--- src/rtl/alu_pkg.sv ---
// Shared types and default sizes for the ALU issue stage.
// Contents:
//   DwDefault / NregDefault / AwDefault / CntwDefault - default datapath, register-file and
//                                                      counter sizes
//   alu_cmd_e    - 3-bit ALU opcode encoding
//   ex_latch_t   - contents of the EX latch that feeds the ALU
//   ExLatchReset - EX latch value after reset (NOP, zero operands)
package alu_pkg;

  localparam int unsigned DwDefault   = 8;
  localparam int unsigned NregDefault = 8;
  localparam int unsigned AwDefault   = $clog2(NregDefault);
  localparam int unsigned CntwDefault = 16;

  typedef enum logic [2:0] {
    CmdAdd  = 3'b000,
    CmdSub  = 3'b001,
    CmdShr  = 3'b010,
    CmdShl  = 3'b011,
    CmdXor  = 3'b100,
    CmdRxor = 3'b101,
    CmdAnd  = 3'b110,
    CmdNop  = 3'b111
  } alu_cmd_e;

  // Field widths follow the package defaults; the issue stage must be built with matching
  // DW/NREG.
  typedef struct packed {
    alu_cmd_e             cmd;
    logic [DwDefault-1:0] a;
    logic [DwDefault-1:0] b;
    logic                 c;
    logic [AwDefault-1:0] rd;
    logic                 wen;
    logic                 setf;
  } ex_latch_t;

  localparam ex_latch_t ExLatchReset = '{
    cmd:  CmdNop,
    a:    '0,
    b:    '0,
    c:    1'b0,
    rd:   '0,
    wen:  1'b0,
    setf: 1'b0
  };

endpackage

--- src/rtl/reg_file.sv ---
// NREG x DW register file: two asynchronous read ports, one synchronous write port.
// Ports:
//   clk_i                  - clock, write on posedge
//   reset_i                - synchronous active-high reset, clears every entry
//   raddr_a_i / rdata_a_o  - read port A
//   raddr_b_i / rdata_b_o  - read port B
//   we_i, waddr_i, wdata_i - write port
// Every entry is writable, r0 included.
module reg_file #(
  parameter int unsigned DW   = 8,
  parameter int unsigned NREG = 8,
  localparam int unsigned AW  = $clog2(NREG)
) (
  input  logic          clk_i,
  input  logic          reset_i,
  input  logic [AW-1:0] raddr_a_i,
  output logic [DW-1:0] rdata_a_o,
  input  logic [AW-1:0] raddr_b_i,
  output logic [DW-1:0] rdata_b_o,
  input  logic          we_i,
  input  logic [AW-1:0] waddr_i,
  input  logic [DW-1:0] wdata_i
);

  logic [DW-1:0] mem_q [NREG];

  always_ff @(posedge clk_i) begin
    if (reset_i) begin
      for (int unsigned i = 0; i < NREG; i++) begin
        mem_q[i] <= '0;
      end
    end else if (we_i) begin
      mem_q[waddr_i] <= wdata_i;
    end
  end

  assign rdata_a_o = mem_q[raddr_a_i];
  assign rdata_b_o = mem_q[raddr_b_i];

endmodule

--- src/rtl/alu_issue_stage.sv ---
// Operand-issue and writeback stage wrapped around an external combinational ALU.
// Ports:
//   clk, reset                        - clock; synchronous active-high reset
//   in_valid/in_ready                 - decoded-op handshake (in_ready = !stall_i)
//   in_cmd, in_ra, in_rb, in_rd       - opcode and register addresses
//   in_wen, in_setf, in_use_c         - writeback enable, flag update, carry-in select
//   stall_i                           - downstream hold, freezes the EX latch
//   alu_cmd, inA, inB, sc_i           - registered ALU inputs from the EX latch
//   rslt, sc_o, pari, zero            - ALU results, consumed when the EX op retires
//   flag_c, flag_z, flag_p            - architectural flags
//   retired                           - wrapping count of retired ops
// An op is issued into the EX latch one cycle after acceptance and retires on the first
// cycle stall_i is low. Results of the retiring op are forwarded into the op being issued
// on the same edge, so dependent ops run back-to-back without bubbles.
module alu_issue_stage
  import alu_pkg::*;
#(
  parameter int unsigned DW   = DwDefault,
  parameter int unsigned NREG = NregDefault,
  parameter int unsigned CNTW = CntwDefault,
  localparam int unsigned AW  = $clog2(NREG)
) (
  input  logic            clk,
  input  logic            reset,
  input  logic            in_valid,
  output logic            in_ready,
  input  logic [2:0]      in_cmd,
  input  logic [AW-1:0]   in_ra,
  input  logic [AW-1:0]   in_rb,
  input  logic [AW-1:0]   in_rd,
  input  logic            in_wen,
  input  logic            in_setf,
  input  logic            in_use_c,
  input  logic            stall_i,
  output logic [2:0]      alu_cmd,
  output logic [DW-1:0]   inA,
  output logic [DW-1:0]   inB,
  output logic            sc_i,
  input  logic [DW-1:0]   rslt,
  input  logic            sc_o,
  input  logic            pari,
  input  logic            zero,
  output logic            flag_c,
  output logic            flag_z,
  output logic            flag_p,
  output logic [CNTW-1:0] retired
);

  ex_latch_t       ex_q, ex_d;
  logic            ex_valid_q, ex_valid_d;
  logic            flag_c_q, flag_c_d;
  logic            flag_z_q, flag_z_d;
  logic            flag_p_q, flag_p_d;
  logic [CNTW-1:0] retired_q, retired_d;

  logic            accept;
  logic            retire;
  logic            rf_we;
  logic [DW-1:0]   rf_a, rf_b;
  logic [DW-1:0]   op_a, op_b;
  logic            carry_in;

  assign in_ready = !stall_i;
  assign accept   = in_valid && in_ready;
  assign retire   = ex_valid_q && !stall_i;
  assign rf_we    = retire && ex_q.wen;

  reg_file #(
    .DW   (DW),
    .NREG (NREG)
  ) u_reg_file (
    .clk_i     (clk),
    .reset_i   (reset),
    .raddr_a_i (in_ra),
    .rdata_a_o (rf_a),
    .raddr_b_i (in_rb),
    .rdata_b_o (rf_b),
    .we_i      (rf_we),
    .waddr_i   (ex_q.rd),
    .wdata_i   (rslt)
  );

  // Operand and carry forwarding from the op retiring on this same edge.
  always_comb begin
    op_a     = (rf_we && (ex_q.rd == in_ra)) ? rslt : rf_a;
    op_b     = (rf_we && (ex_q.rd == in_rb)) ? rslt : rf_b;
    carry_in = in_use_c && ((retire && ex_q.setf) ? sc_o : flag_c_q);
  end

  always_comb begin
    ex_d       = ex_q;
    ex_valid_d = ex_valid_q;
    flag_c_d   = flag_c_q;
    flag_z_d   = flag_z_q;
    flag_p_d   = flag_p_q;
    retired_d  = retired_q;

    if (retire) begin
      ex_valid_d = 1'b0;
      retired_d  = retired_q + CNTW'(1);
      if (ex_q.setf) begin
        flag_c_d = sc_o;
        flag_z_d = zero;
        flag_p_d = pari;
      end
    end

    // Without a new accept the latch keeps its last fields; only ex_valid drops.
    if (accept) begin
      ex_valid_d = 1'b1;
      ex_d.cmd   = alu_cmd_e'(in_cmd);
      ex_d.a     = op_a;
      ex_d.b     = op_b;
      ex_d.c     = carry_in;
      ex_d.rd    = in_rd;
      ex_d.wen   = in_wen;
      ex_d.setf  = in_setf;
    end
  end

  always_ff @(posedge clk) begin
    if (reset) begin
      ex_q       <= ExLatchReset;
      ex_valid_q <= 1'b0;
      flag_c_q   <= 1'b0;
      flag_z_q   <= 1'b0;
      flag_p_q   <= 1'b0;
      retired_q  <= '0;
    end else begin
      ex_q       <= ex_d;
      ex_valid_q <= ex_valid_d;
      flag_c_q   <= flag_c_d;
      flag_z_q   <= flag_z_d;
      flag_p_q   <= flag_p_d;
      retired_q  <= retired_d;
    end
  end

  assign alu_cmd = ex_q.cmd;
  assign inA     = ex_q.a;
  assign inB     = ex_q.b;
  assign sc_i    = ex_q.c;
  assign flag_c  = flag_c_q;
  assign flag_z  = flag_z_q;
  assign flag_p  = flag_p_q;
  assign retired = retired_q;

endmodule

--- config.mk ---
export PLATFORM = sky130hd
export DESIGN_NAME = alu_issue_stage
export DESIGN_NICKNAME = d
export VERILOG_FILES = /design/src/rtl/alu_pkg.sv /design/src/rtl/reg_file.sv /design/src/rtl/alu_issue_stage.sv
export SDC_FILE = /design/constraint.sdc
export NUM_CORES = 1
export LEC_CHECK = 0
export CAP_MARGIN = 20
export CORE_MARGIN = 2
export CORE_UTILIZATION = 55
export DETAILED_ROUTE_END_ITERATION = 6
export PLACE_DENSITY = 0.79
export SYNTH_ARGS = -nofsm -noshare
export SYNTH_HDL_FRONTEND = slang
export SYNTH_SLANG_ARGS = --single-unit
--- constraint.sdc ---
create_clock -name clk -period 2.4 [get_ports clk]
set_input_delay 0.48 -clock clk [delete_from_list [all_inputs] [get_ports clk]]
set_output_delay 0.48 -clock clk [all_outputs]
set_load 0.02 [all_outputs]
# Yosys cells after proc, flatten, opt, wreduce, memory -nomap -nowiden
# Memories as Yosys holds them, arrays and structs flattened. A register that Yosys moved wholly into a read port is not among the register bits.
# Cells that the tools add are included.
[classes]
n_addsub = 1
multipliers = 0
div = 0
magnitude_cmp = 0
n_eq_ne = 0
n_shift = 0
muxes = 11
bitwise_logic = 0
n_reduce_logical = 9
[op_table]
columns = ["op", "n"]
rows = [
  ["$add 16x1->16 const B", 1],
  ["$mux 1", 9],
  ["$mux 8", 1],
  ["$reduce_or 8->1", 1],
  ["$logic_and 1x1->1", 5],
  ["$mux 3", 1],
  ["$reduce_and 2->1", 1],
  ["$reduce_bool 2->1", 1],
  ["$logic_not 1->1", 1],
]
[word_totals]
ff_bits = 29
latch_bits = 0
ramBits = 64
mem_bits_ro = 0
input_bits = 30
wordCells = 32
memories = 1
[memory_table]
columns = ["name", "words", "word_bits", "read_ports", "rd_clocked_by_memory_dff", "wr", "line_no", "text"]
rows = [
  ["u_reg_file.mem_q", 8, 8, 2, 2, 8, "reg_file.sv:25", "logic [DW-1:0] mem_q [NREG];"],
]

# Longest topological paths before layout
# Gate-level depths: netlist of the first run.
[logic_depth]
word_depth = 8
ltp_mapped = 7
depth_no_buf = 5

# By module
# From an unflattened synthesis of the first run, not the netlist that was laid out.
[unflattened]
cells_unflattened = 457
area_unflattened_um2 = 5629.1
[by_module_without_submodules]
columns = ["module", "instances", "cells_per_inst", "area_per_inst_um2", "seq_area_each_um2"]
rows = [
  ["reg_file", 1, 222, 3525.9, 1921.8],
  ["alu_issue_stage", 1, 235, 2103.3, 900.9],
]

# Worst setup path after synthesis of the first run
# No wires, ideal clock.
[synth_timing]
kind = "input port to flip-flop"
startpoint = "input port reset"
endpoint = "memory u_reg_file.mem_q[0][0] (enable)"
setup_time_ps = 310
arrival_ps = 1528
required_ps = 2090
setup_slack_ps = 563
cell_stages = 4
path_buffers = 0
cell_sequence = "and4bb_4 > nand2b_1 > nor3_1 > or2_2"
[synth_lines]
columns = ["element", "line_no", "text"]
rows = [
  ["from (decl)", "alu_issue_stage.sv:24", "input logic reset,"],
  ["to (decl)", "reg_file.sv:25", ""],
]

# Worst setup path in the final report of the first run
[layout_timing]
startpoint = "input port stall_i"
endpoint = "output port in_ready"
[layout_between]
elab_chain_len = 1
[layout_rtl]
columns = ["element", "line_no", "text"]
rows = [
  ["from (decl)", "alu_issue_stage.sv:34", "input logic stall_i,"],
  ["$logic_not 1->1", "alu_issue_stage.sv:63", "assign in_ready = !stall_i;"],
  ["to (decl)", "alu_issue_stage.sv:26", "output logic in_ready,"],
]
# No other way between the ends.

==> impl_metrics.env, run 1 <==
export IMPL_tightestPinTransition_ns=0.6057
export IMPL_holdPathEnd="sc_i$_SDFFE_PP0P_"
export IMPL_drive_above_1_share=0.1618
export IMPL_reg2reg_setup_slack_ns=0.69
export IMPL_clock_latency_ns=0.38
export IMPL_layout_area_overhead_vs_synth_pct=17.84
export IMPL_crit_required_ns=1.92
export IMPL_swShare=0.2382
export IMPL_seq_area_sq_um=2823
export IMPL_cap_violations=0
export IMPL_core_area_sq_um=9774
export IMPL_worst_path_buf_inv=4
export IMPL_hold_depth=2
export IMPL_setup_violations=0
export IMPL_leakagePower_nw=2.313
export IMPL_startpoint="stall_i"
export IMPL_cp_max_fo=8
export IMPL_drc_errors=0
export IMPL_synth_seq_cells=109
export IMPL_drv_slew=0
export IMPL_die_height_microns=104.1
export IMPL_async_flop_share=0
export IMPL_viasPerCell=5.684
export IMPL_grt_pass1_vias=3601
export IMPL_syn_area_sq_um=5514
export IMPL_power_density_nw_per_um2=570.7
export IMPL_hp_class="flip-flop to flip-flop"
export IMPL_vdd_drop_max_mv=0.2639
export IMPL_antenna_cells=0
export IMPL_syn_inst=457
export IMPL_num_rows=36
export IMPL_grt_pass1_wl_microns=18790
export IMPL_io_pins=70
export IMPL_worstHoldStart="sc_i$_SDFFE_PP0P_"
export IMPL_worst_r2r_endpoint="u_reg_file.mem_q[1][4]$_SDFFCE_PN0P_"
export IMPL_cts_buffers=9
export IMPL_clkPwrFrac=0.335
export IMPL_reg2reg_depth=4
export IMPL_drt_iter0_drc=226
export IMPL_fillers=732
export IMPL_hpwlAfterDp_microns=8792
export IMPL_cts_root_buf="clkbuf_8"
export IMPL_syn_num_nets=488
export IMPL_grt_remaining_overflow=0
export IMPL_num_vias=3706
export IMPL_place_gp_congestion=0.8008
export IMPL_port_buffers=69
export IMPL_start_util=0.5641
export IMPL_wl_per_cell_microns=18.18
export IMPL_power_switching_w=0.0008832
export IMPL_die_x_microns=104.1
export IMPL_cts_hold_buf=0
export IMPL_ys_warn_count=0
export IMPL_synth_area_per_cell_sq_um=12.07
export IMPL_finClkSkew_ns=0.01357
export IMPL_worstPathCellList="clkdlybuf4s50_1 -> buf_4 -> inv_1 -> clkdlybuf4s50_1"
export IMPL_cts_buffer_depth=2
export IMPL_antenna_found_initial=0
export IMPL_num_nets_final=545
export IMPL_cp_top_family="buffers and inverters"
export IMPL_postCtsSetupRepairBufs=0
export IMPL_ant_nets=0
export IMPL_fin_crit_ns=2.202
export IMPL_rsz0062_at_grt="false"
export IMPL_r2r_start="ex_valid_q$_SDFFE_PP0P_"
export IMPL_max_freq_mhz=454.1
export IMPL_period_share=0.9175
export IMPL_arrival_ns=1.72
export IMPL_synth_distinct_cells=36
export IMPL_seq_power_share=0.558
export IMPL_cts_tree="built"
export IMPL_cts_resized=0
export IMPL_path_depth=4
export IMPL_track_usage=0.2240
export IMPL_routed_wl_microns=11850
export IMPL_final_cells=652
export IMPL_slowest_delay_ns=0.59
export IMPL_crit_path_start_kind="input pin"
export IMPL_hold_violations=0
export IMPL_multi_input_area_sq_um=2405
export IMPL_status="complete, no violations"
export IMPL_synth_edf_count=64
export IMPL_cts_htree_levels=3
export IMPL_dp_cells=636
export IMPL_clkTransAtPathRegs_ns=0.11
export IMPL_slew_headroom=0.5962
export IMPL_grt_max_degree=66
export IMPL_criticalPathCategory="input pin to output pin"
export IMPL_pwr_share_comb=0.108
export IMPL_first_pass_iters=5
export IMPL_clkSinkCount=109
export IMPL_internal_power_w=0.002825
export IMPL_crit_path_top_delay_cell="clkdlybuf4s50_1"
export IMPL_yosys_most_used_dff="edfxtp_1"
export IMPL_synth_seq_area_share=0.5119
export IMPL_crit_path_end_kind="output pin"
export IMPL_die_area_sq_um=10840
export IMPL_fin_tns_setup_ns=0
export IMPL_path_common_cell="clkdlybuf4s50_1"
==> worst max-delay path by stage <==
stage | to | slack, ns
5_1_grt | in_ready | 0.16
2_1_floorplan | u_reg_file.mem_q[0][0]$_SDFFCE_PN0P_ | 0.56
4_1_cts | in_ready | 0.19
3_3_place_gp | in_ready | 0.20
6_report | in_ready | 0.20
3_5_place_dp | u_reg_file.mem_q[1][6]$_SDFFCE_PN0P_ | 0.16
==> synthesized netlist by cell type, types with 4 or more instances <==
| master | instances | area share |
|---|---|---|
| nand2_1 | 26 | 0.018 |
| nand3b_1 | 5 | 0.0068 |
| a21oi_1 | 28 | 0.025 |
| o21ai_1 | 16 | 0.015 |
| nand3_1 | 5 | 0.0045 |
| edfxtp_1 | 64 | 0.35 |
| xor2_1 | 6 | 0.0095 |
| nor3b_1 | 25 | 0.034 |
| buf_4 | 22 | 0.030 |
| clkbuf_1 | 13 | 0.0089 |
| or2_2 | 5 | 0.0057 |
| and2_1 | 64 | 0.073 |
| buf_2 | 7 | 0.0064 |
| or3_1 | 5 | 0.0057 |
| mux2i_1 | 17 | 0.031 |
| nor2b_1 | 5 | 0.0057 |
| dfxtp_1 | 45 | 0.16 |
| mux4_2 | 32 | 0.13 |
| xnor2_1 | 10 | 0.016 |
| nor2_1 | 20 | 0.014 |
| nand4_1 | 6 | 0.0068 |
| nand2b_1 | 4 | 0.0045 |
==> layout by cell type (no fill, tap or decap), drive strengths merged, types with 6 or more instances in the layout <==
| master | netlist | routed |
|---|---|---|
| clkdlybuf4s50 | 0 | 68 |
| nor2 | 20 | 20 |
| buf | 32 | 25 |
| nor3b | 25 | 25 |
| mux4 | 32 | 32 |
| a21oi | 28 | 28 |
| xor2 | 6 | 6 |
| nand2 | 26 | 26 |
| dfxtp | 45 | 45 |
| or2 | 8 | 8 |
| and2 | 64 | 64 |
| o21ai | 19 | 19 |
| edfxtp | 64 | 64 |
| mux2i | 17 | 17 |
| nand4 | 6 | 6 |
| xnor2 | 10 | 10 |
| clkbuf | 15 | 9 |
==> state kept, by name, indices dropped and copies added (netlist names) <==
register          count
alu_cmd               3
ex_q                  5
ex_valid_q            1
flag_c                1
flag_p                1
flag_z                1
inA                   8
inB                   8
retired              16
sc_i                  1
u_reg_file.mem_q     64
==> worst min-delay path: stages, from the launching register on <==
cell     delay (ns)
dfxtp_1        0.33
nand2_1        0.05
a21oi_1        0.05
==> cell type report <==
| class | instances | area share |
|---|---|---|
| inverter | 1 | 0.0005777 |
| clock inverter | 7 | 0.01502 |
| clock buffer | 9 | 0.01906 |
| sequential | 109 | 0.4344 |
| multi-input combinational | 300 | 0.3701 |
| timing repair buffer | 93 | 0.1352 |
| tap | 133 | 0.02561 |
==> through the flow <==
step	area, sq um	hold slack, ns	total power [W]	worst slack, ns	utilization
after floorplan	5514	0.4366	0.002360	0.5627	-
after global placement	6276	0.4416	0.002491	0.1997	0.6421
after detailed placement	6276	0.4488	0.002508	0.1648	0.6421
after CTS	6497	0.4641	0.003714	0.1898	0.6647
after global routing	6497	0.4991	0.003812	0.1555	0.6647
final	6497	0.4639	0.003708	0.1980	0.6647
==> metal layers <==
| layer | up-vias | GRT usage | part of all wire |
|---|---|---|---|
| met5 | - | 0 | 0 |
| met4 | 0 | 0.09653 | 0.024 |
| met3 | 19 | 0.02757 | 0.048 |
| met2 | 120 | 0.3806 | 0.51 |
| met1 | 1820 | 0.2911 | 0.42 |
| li1 | 1747 | - | - |
==> logic make-up (layout without fill, tap and decap cells) <==
kind of cell	count (synthesis)	after routing	share of synthesized area
xor+xnor	16	16	0.02541
flops	109	109	0.5119
compound gates	47	47	0.04266
simple gates	184	184	0.1976
buf+inv	48	110	0.05242
mux	52	52	0.1677
fa+ha+maj	1	1	0.002269
==> power by group through the flow <==
stage / clock network [W] / logic, W / registers, W
3_5_place_dp: 0 / 0.000399 / 0.00211
5_1_grt: 0.00131 / 0.000423 / 0.00207
3_3_place_gp: 0 / 0.000389 / 0.00210
4_1_cts: 0.00125 / 0.000401 / 0.00207
2_1_floorplan: 0 / 0.000267 / 0.00209
6_report: 0.00124 / 0.000400 / 0.00207
Note: power is estimated with default switching activity, not from simulation.
==> run 2, diff against run 1 <==
SYNTH_HIERARCHICAL = 1   (was not set)
TNS_END_PERCENT = 30   (was not set)
==> run 2 against run 1 <==
- non-clock buffer count grew 6
- worst hold slack gained 0.0024 ns
- area after synthesis grew 2.1%
- largest cell class unchanged
- largest power group unchanged
==> impl_metrics.env, run 2 <==
export IMPL_criticalPathCategory="input pin to output pin"
export IMPL_finClkSkew_ns=0.01099
export IMPL_rsz0062_at_grt="false"
export IMPL_die_area_sq_um=11060
export IMPL_synth_seq_cells=109
export IMPL_fillers=676
export IMPL_cts_root_buf="clkbuf_8"
export IMPL_syn_area_sq_um=5629
export IMPL_period_share=0.9401
export IMPL_place_area_sq_um=6427
export IMPL_cts_hold_buf=0
export IMPL_crit_path_start_kind="input pin"
export IMPL_num_nets_final=542
export IMPL_async_flop_share=0
export IMPL_clock_latency_ns=0.38
export IMPL_vdd_drop_max_mv=0.3515
export IMPL_crit_path_end_kind="output pin"
export IMPL_synth_top_area_frac=0.3414
export IMPL_cts_htree_levels=3
export IMPL_layout_common_cells="clkdlybuf4s50_1, nor3_1, edfxtp_1, dfxtp_1, mux4_1"
export IMPL_viasPerCell=6.065
export IMPL_fin_crit_ns=2.256
export IMPL_routed_wl_microns=13110
export IMPL_layout_area_overhead_vs_synth_pct=17.49
export IMPL_setup_violations=0
export IMPL_slew_headroom=0.6571
export IMPL_synthAdderAreaFrac=0.002223
export IMPL_synth_top_family_by_area="multiplexers"
export IMPL_tightestPinTransition_ns=0.5144
export IMPL_postCtsSetupRepairBufs=0
export IMPL_utilization=0.6705
export IMPL_power_density_nw_per_um2=549.6
export IMPL_arrival_ns=1.78
export IMPL_io_pins=70
export IMPL_leakagePower_nw=2.457
export IMPL_die_x_microns=105.2
export IMPL_synth_area_per_cell_sq_um=12.32
export IMPL_crit_required_ns=1.92
export IMPL_cts_resized=0
export IMPL_wl_per_cell_microns=20.23
export IMPL_drv_slew=0
export IMPL_hp_class="flip-flop to flip-flop"
export IMPL_synth_distinct_cells=42
export IMPL_synth_edf_count=64
export IMPL_die_height_microns=105.2
export IMPL_antenna_found_initial=0
export IMPL_ant_nets=0
export IMPL_ys_warn_count=6
export IMPL_synth_area_leaders="edfxtp_1, dfxtp_1, mux4_1, nor3_1, mux2_2"
export IMPL_pre_cts_ws_ns=-0.1084
export IMPL_final_common_cell="clkdlybuf4s50_1"
export IMPL_p_total_w=0.003635
export IMPL_grt_pass1_vias=3955
export IMPL_syn_inst=457
export IMPL_yosysTopAreaCell="edfxtp_1"
export IMPL_largest_register_ffs=64
export IMPL_timing_hold_ws_ns=0.4663
export IMPL_antenna_cells=0
export IMPL_drt_iter0_drc=292
export IMPL_multi_input_area_sq_um=2427
export IMPL_drc_errors=0
export IMPL_setup_ws_ns=0.1438
export IMPL_hold_violations=0
export IMPL_synth_mux_area_frac=0.2116
export IMPL_place_gp_congestion=0.8661
export IMPL_seq_area_sq_um=2823
export IMPL_yosys_top_cells_count="edfxtp_1, nor3_1, dfxtp_1, mux4_1, nor2_1"
export IMPL_yosys_most_used_dff="edfxtp_1"
export IMPL_cp_max_fo=6
export IMPL_max_freq_mhz=443.2
export IMPL_track_usage=0.2513
export IMPL_grt_max_degree=49
export IMPL_hpwlAfterDp_microns=9538
export IMPL_cts_buffer_depth=2
export IMPL_first_pass_iters=5
export IMPL_num_rows=36
export IMPL_cts_tree="built"
export IMPL_start_util=0.5706
export IMPL_regMostFlops="u_reg_file/mem_q"
export IMPL_cap_violations=0
export IMPL_status="complete, no violations"
export IMPL_clkSinkCount=109
export IMPL_num_vias=3930
export IMPL_port_buffers=69
export IMPL_clkTransAtPathRegs_ns=0.10
export IMPL_grt_pass1_wl_microns=21170
export IMPL_final_area_sq_um=6614
export IMPL_grt_remaining_overflow=0
export IMPL_synth_seq_area_share=0.5014
export IMPL_yosys_area_share_simple=0.1420
export IMPL_cts_buffers=9
export IMPL_synth_xor_area_frac=0.02334
export IMPL_synth_compound_area_frac=0.05157
export IMPL_drive_above_1_share=0.1437
export IMPL_syn_num_nets=488
export IMPL_core_area_sq_um=9864
run 2: worst max-delay path, cell delays in order:
cell	delay [ns]
clkdlybuf4s50_1	0.45
buf_4	0.17
inv_1	0.08
clkdlybuf4s50_1	0.60
run 2: layout make-up:
cell class	count	area share
clock inverters	6	0.009459
inverters	10	0.005675
repair buffers	99	0.1472
multi-input cells	282	0.3670
well taps	133	0.02516
clock buffers	9	0.01873
flip-flops and latches	109	0.4268
run 2: kinds of logic (layout without fill, tap and decap cells):
| group | after synthesis | in the layout |
|---|---|---|
| flops | 109 | 109 |
| simple gates | 155 | 155 |
| mux | 66 | 66 |
| xor+xnor | 15 | 15 |
| buf+inv | 66 | 124 |
| fa+ha+maj | 1 | 1 |
| compound gates | 45 | 45 |
run 2: through the flow:
stage | setup TNS, ns | instances
after global placement | -1.310 | 633
after detailed placement | -2.049 | 633
final | 0 | 648
after global routing | 0 | 648
after CTS | 0 | 648
after floorplan | -0.8844 | 457
run 2: per-layer routing:
metal  up-vias  track usage  part of all wire
met5         -            0                 0
met4         0      0.06571             0.010
met3        12      0.06363             0.074
met2       190       0.4003              0.48
met1      1901       0.3464              0.44
li1       1827            -                 -
run 2: power by group:
| part | leakage (nW) | internal, W | switching, W |
|---|---|---|---|
| registers | 1.03 | 0.00204 | 0.0000445 |
| logic | 1.33 | 0.000244 | 0.000231 |
| clock network | 0.0954 | 0.000402 | 0.000678 |
| total | 2.46 | 0.00268 | 0.000954 |
run 2: worst paths after layout:
check / to / slack (ns) / cells after the start / startpoint
max: in_ready / 0.14 / 4 / stall_i
min reg2reg: sc_i$_SDFFE_PP0P_ / 0.47 / 2 / sc_i$_SDFFE_PP0P_
max reg2reg: u_reg_file/mem_q[1][4]$_SDFFCE_PN0P_ / 0.49 / 4 / ex_valid_q$_SDFFE_PP0P_
min: sc_i$_SDFFE_PP0P_ / 0.47 / 2 / sc_i$_SDFFE_PP0P_
==> variant 1, RTL diff (config.mk and constraints of run 1) <==
Set the package constant `CntwDefault` to 32 (it was 16).
--- a/src/rtl/alu_pkg.sv
+++ b/src/rtl/alu_pkg.sv
@@ -12,3 +12,3 @@
   localparam int unsigned AwDefault   = $clog2(NregDefault);
-  localparam int unsigned CntwDefault = 16;
+  localparam int unsigned CntwDefault = 32;
 
Ports: changed (resized retired); port bits go from 70 to 86. No check against the original RTL was run, so the function may have changed too.
==> variant 1 against run 1 <==
Cell area up 22%; global-route usage up 4.6 points; sequential cell count is 16 higher; synthesized cell count up 35%; via count grew 38%; synthesized area is 15% higher; sequential share of layout area decreased by 3.7 points; worst setup slack got worse by 0.092 ns; wire length grew 38%; power is 41% higher.
==> variant 1: results (changes against run 1) <==
INFO  metric clock_tree.root_cell = sky130_fd_sc_hd__clkbuf_16
INFO  metric critical_path.top_delay_family = simple AND/OR/NAND/NOR gates
INFO  metric power.ir.vdd_worst = 0.446 mV (+69%)
INFO  metric hold_path.startpoint = alu_cmd[1]
INFO  metric grt_first_pass_wirelength = 26.2 mm (+39%)
INFO  metric holdPathEnd = alu_cmd[1]
INFO  metric yosys.cell_types.count = 41 (+14%)
INFO  metric clk-insertion-delay-late = 0.41 ns (+0.03 ns)
INFO  metric outcome = complete, no violations
INFO  metric finalWeightedCongestion = 0.849 (+6.0%)
INFO  metric clkCellAreaFrac = 0.0700 (+0.0359)
INFO  metric cp.buffers_inverters = 1 (-3)
INFO  metric grt_util_met1 = 0.348 (+0.0571)
INFO  metric grt_util_all_layers = 0.270 (+0.0461)
INFO  metric register_area = 3140 µm² (+11%)
INFO  metric numPortBuffers = 85 (+23%)
INFO  metric number_of_drc_markers_after_the_initial_detailed_route_iteration = 374 (+65%)
INFO  metric grt_start_max_net_pins = 74 (+12%)
INFO  metric n_all_buffers = 121 (+30%)
INFO  metric timing.setup.critical_path_class = reg2reg
INFO  metric power.static_leakage = 2.97 nW (+28%)
INFO  metric critical_path.reg2reg.startpoint = retired[1]
INFO  metric nFillCells = 825 (+13%)
INFO  metric grtUsageMet2 = 0.458 (+0.0771)
INFO  metric clkSlewWorstSetupHoldPaths = 0.05 ns (-0.06 ns)
INFO  metric r2r_cells = 6 (+2)
INFO  metric rr_endpoint = retired[24]
INFO  metric multi_input_comb_area = 2870 µm² (+20%)
INFO  metric synth-seq-area-share = 0.494 (-0.0177)
INFO  metric worst_path_max_delay_cell = sky130_fd_sc_hd__or4_1
INFO  metric critical_path_peak_fanout = 10 (+2)
INFO  metric detail_route.wl_per_cell = 19.1 µm (+5.3%)
[variant 1: changes by cell type in the layout (fill, tap and decap cells not counted), moves of 13 or more]
cell	change
sky130_fd_sc_hd__clkbuf_16	+19
sky130_fd_sc_hd__mux4_2	-28
sky130_fd_sc_hd__clkdlybuf4s50_1	+14
sky130_fd_sc_hd__a21oi_1	+14
sky130_fd_sc_hd__a211oi_1	+16
sky130_fd_sc_hd__nor2_1	+20
sky130_fd_sc_hd__nor3b_1	-24
sky130_fd_sc_hd__dfxtp_1	+16
sky130_fd_sc_hd__or4_1	+13
sky130_fd_sc_hd__mux2i_1	+40
sky130_fd_sc_hd__o21ai_1	-16
sky130_fd_sc_hd__a22oi_1	+28
sky130_fd_sc_hd__nand3_1	+20
[variant 1: report_power, final]
group          switching [W]  internal [W]
Sequential         0.0000416       0.00231
Clock               0.000890       0.00149
Combinational       0.000270      0.000217
Total                0.00120       0.00401
[variant 1: kinds of logic (layout without fill, tap and decap cells)]
group           Yosys count  after routing  synth area share
compound gates          104            104             0.104
xor+xnor                 16             16            0.0220
fa+ha+maj                 1              1           0.00197
buf+inv                  64            159            0.0543
flops                   125            125             0.494
mux                      67             67             0.114
simple gates            240            240             0.209
[variant 1: through the flow]
stage / hold slack (ns) / cell area (µm²) / util / setup TNS (ns)
2_1_floorplan: 0.432 / 6360 / - / 0
3_3_place_gp: 0.437 / 7360 / 0.648 / -1.50
3_5_place_dp: 0.455 / 7360 / 0.648 / -1.99
4_1_cts: 0.470 / 7920 / 0.696 / 0
5_1_grt: 0.497 / 7920 / 0.696 / 0
6_report: 0.471 / 7920 / 0.696 / 0
[variant 1: layer usage]
layer  vias to the layer above  share of wire  wire (µm)
met5                         -              0          0
met4                         0          0.018        298
met3                        28          0.075       1230
met2                       223           0.50       8140
met1                      2476           0.41       6710
li1                       2400              -          -
==> variant 2, RTL diff (flow settings as in run 1) <==
Without the edit above. Reset style: asynchronous (`reset` and `reset_i`), changed in 2 clocked blocks. Comments in the files are not updated.
--- a/src/rtl/reg_file.sv
+++ b/src/rtl/reg_file.sv
@@ -26,3 +26,3 @@
 
-  always_ff @(posedge clk_i) begin
+  always_ff @(posedge clk_i or posedge reset_i) begin
     if (reset_i) begin
--- a/src/rtl/alu_issue_stage.sv
+++ b/src/rtl/alu_issue_stage.sv
@@ -120,3 +120,3 @@
 
-  always_ff @(posedge clk) begin
+  always_ff @(posedge clk or posedge reset) begin
     if (reset) begin
Behaviour: differs if reset is asserted again (counterexample within 4 cycles, from zero or initial values and one cycle with reset high); with reset held inactive, the same outputs for 4 cycles.
==> variant 2 against run 1 <==
Cell area grew 2.2%; utilization grew 1.4 points; fmax shrank 1.0%; sequential share of layout area shrank 2.3 points; critical path depth shrank 1; worst setup slack lost 0.023 ns; highest routed layer unchanged; synthesized area grew 0.82%; sequential cell count is the same; wire length grew 7.6%; clock skew shrank 0.0021 ns.
Power is not compared: it rests on default switching activity, and its combinational part moved more than twofold at a synthesized area within 25%.
==> variant 2: results (changes against run 1) <==
INFO  metric outcome = complete, no violations
INFO  metric post_route_cells_drive_above_1_share = 0.306 (+0.144)
INFO  metric synth_top_cells_by_area = sky130_fd_sc_hd__dfrtp_1 48%, sky130_fd_sc_hd__mux2_2 14%, sky130_fd_sc_hd__mux4_1 7.1%, sky130_fd_sc_hd__mux4_2 6.9%, sky130_fd_sc_hd__xnor2_1 2.8%
INFO  metric commonest_cells_in_the_synthesized_netlist = 106 x sky130_fd_sc_hd__dfrtp_1, 71 x sky130_fd_sc_hd__mux2_2, 36 x sky130_fd_sc_hd__nand2_1, 19 x sky130_fd_sc_hd__buf_4, 18 x sky130_fd_sc_hd__xnor2_1
INFO  metric grt_first_pass_wirelength = 20.1 mm (+6.7%)
INFO  metric dr_wl_met2 = 6.11 mm (+1.4%)
INFO  metric finalWeightedCongestion = 0.878 (+9.6%)
INFO  metric achievable-frequency = 449 MHz (-1.0%)
INFO  metric dr_total_vias = 3664 (-1.1%)
INFO  metric met3_length = 874 µm (+54%)
INFO  metric synth_xor_area_frac = 0.0331 (+0.00767)
INFO  metric post-dp-hpwl = 8.82 mm (+0.37%)
INFO  metric total_wirelength_of_the_detailed_routed_design = 12.8 mm (+7.6%)
INFO  metric synth-async-reset-ratio = 1.00 (+1.00)
INFO  metric dpl-instance-area = 6460 µm² (+3.0%)
INFO  metric grt_util_all_layers = 0.240 (+0.0160)
INFO  metric holdWs = 0.470 ns (+0.00652 ns)
INFO  metric wl_met1 = 5.40 mm (+8.6%)
INFO  metric number_of_drc_markers_after_the_initial_detailed_route_iteration = 189 (-16%)
INFO  metric synth_compound_area_frac = 0.0356 (-0.00710)
INFO  metric synthMuxAreaShare = 0.308 (+0.140)
INFO  metric arithmetic_cell_share_of_the_synthesized_area_counting_full_adders_half_adders_and_majority_gates = 0.00225 (-0.0000184)
INFO  metric rrSetupSlack = 0.64 ns (-0.05 ns)
INFO  metric average_cell_area_after_synthesis = 13.8 µm² (+14%)
INFO  metric total_number_of_nets_in_the_final_design = 500 (-8.3%)
## variant 2: changes by cell type after synthesis, moves of 15 or more
cell / before / now
sky130_fd_sc_hd__dfrtp_1: 0 / 106
sky130_fd_sc_hd__mux2_2: 3 / 71
sky130_fd_sc_hd__and2_1: 64 / 0
sky130_fd_sc_hd__edfxtp_1: 64 / 0
sky130_fd_sc_hd__dfxtp_1: 45 / 0
sky130_fd_sc_hd__nor3b_1: 25 / 0
sky130_fd_sc_hd__a21oi_1: 28 / 4
sky130_fd_sc_hd__nor2_1: 20 / 4
sky130_fd_sc_hd__mux4_1: 0 / 15
sky130_fd_sc_hd__mux4_2: 32 / 17
sky130_fd_sc_hd__o21ai_1: 16 / 1
## variant 2: cell type report
class,instances,area [µm²]
inverters,3,15.0
multi-input cells,246,2540
fillers,685,3140
clock buffers,9,124
clock inverters,7,51.3
well taps,133,166
flip-flops and latches,109,2730
repair buffers,100,1010
## variant 2: tightest hold or removal path: cells and delay by family (launching register included)
kind,cells,cell delay [ns]
DFF,1,0.38
and+or+nand+nor,2,0.10
## variant 2: path summary, 6_finish.rpt
path	startpoint	end	cells past startpoint
worst max register to register	ex_valid_q	u_reg_file.mem_q[37]	5
min in group asynchronous	reset	inB[6]	2
worst min-delay path	alu_cmd[0]	alu_cmd[0]	2
worst min register to register	alu_cmd[0]	alu_cmd[0]	2
max in group asynchronous	reset	u_reg_file.mem_q[41]	3
worst max-delay path	stall_i	in_ready	3
## variant 2: per-layer routing
metal	GRT usage	vias to the layer above
met2	0.386	146
met5	0	-
met1	0.324	1880
met4	0.0820	0
li1	-	1611
met3	0.0549	27
## variant 2: power breakdown
part / total (W) / switching, W / internal (W)
Sequential: 0.00261 / 0.000350 / 0.00226
Clock: 0.00102 / 0.000640 / 0.000383
Combinational: 0.00151 / 0.000599 / 0.000910
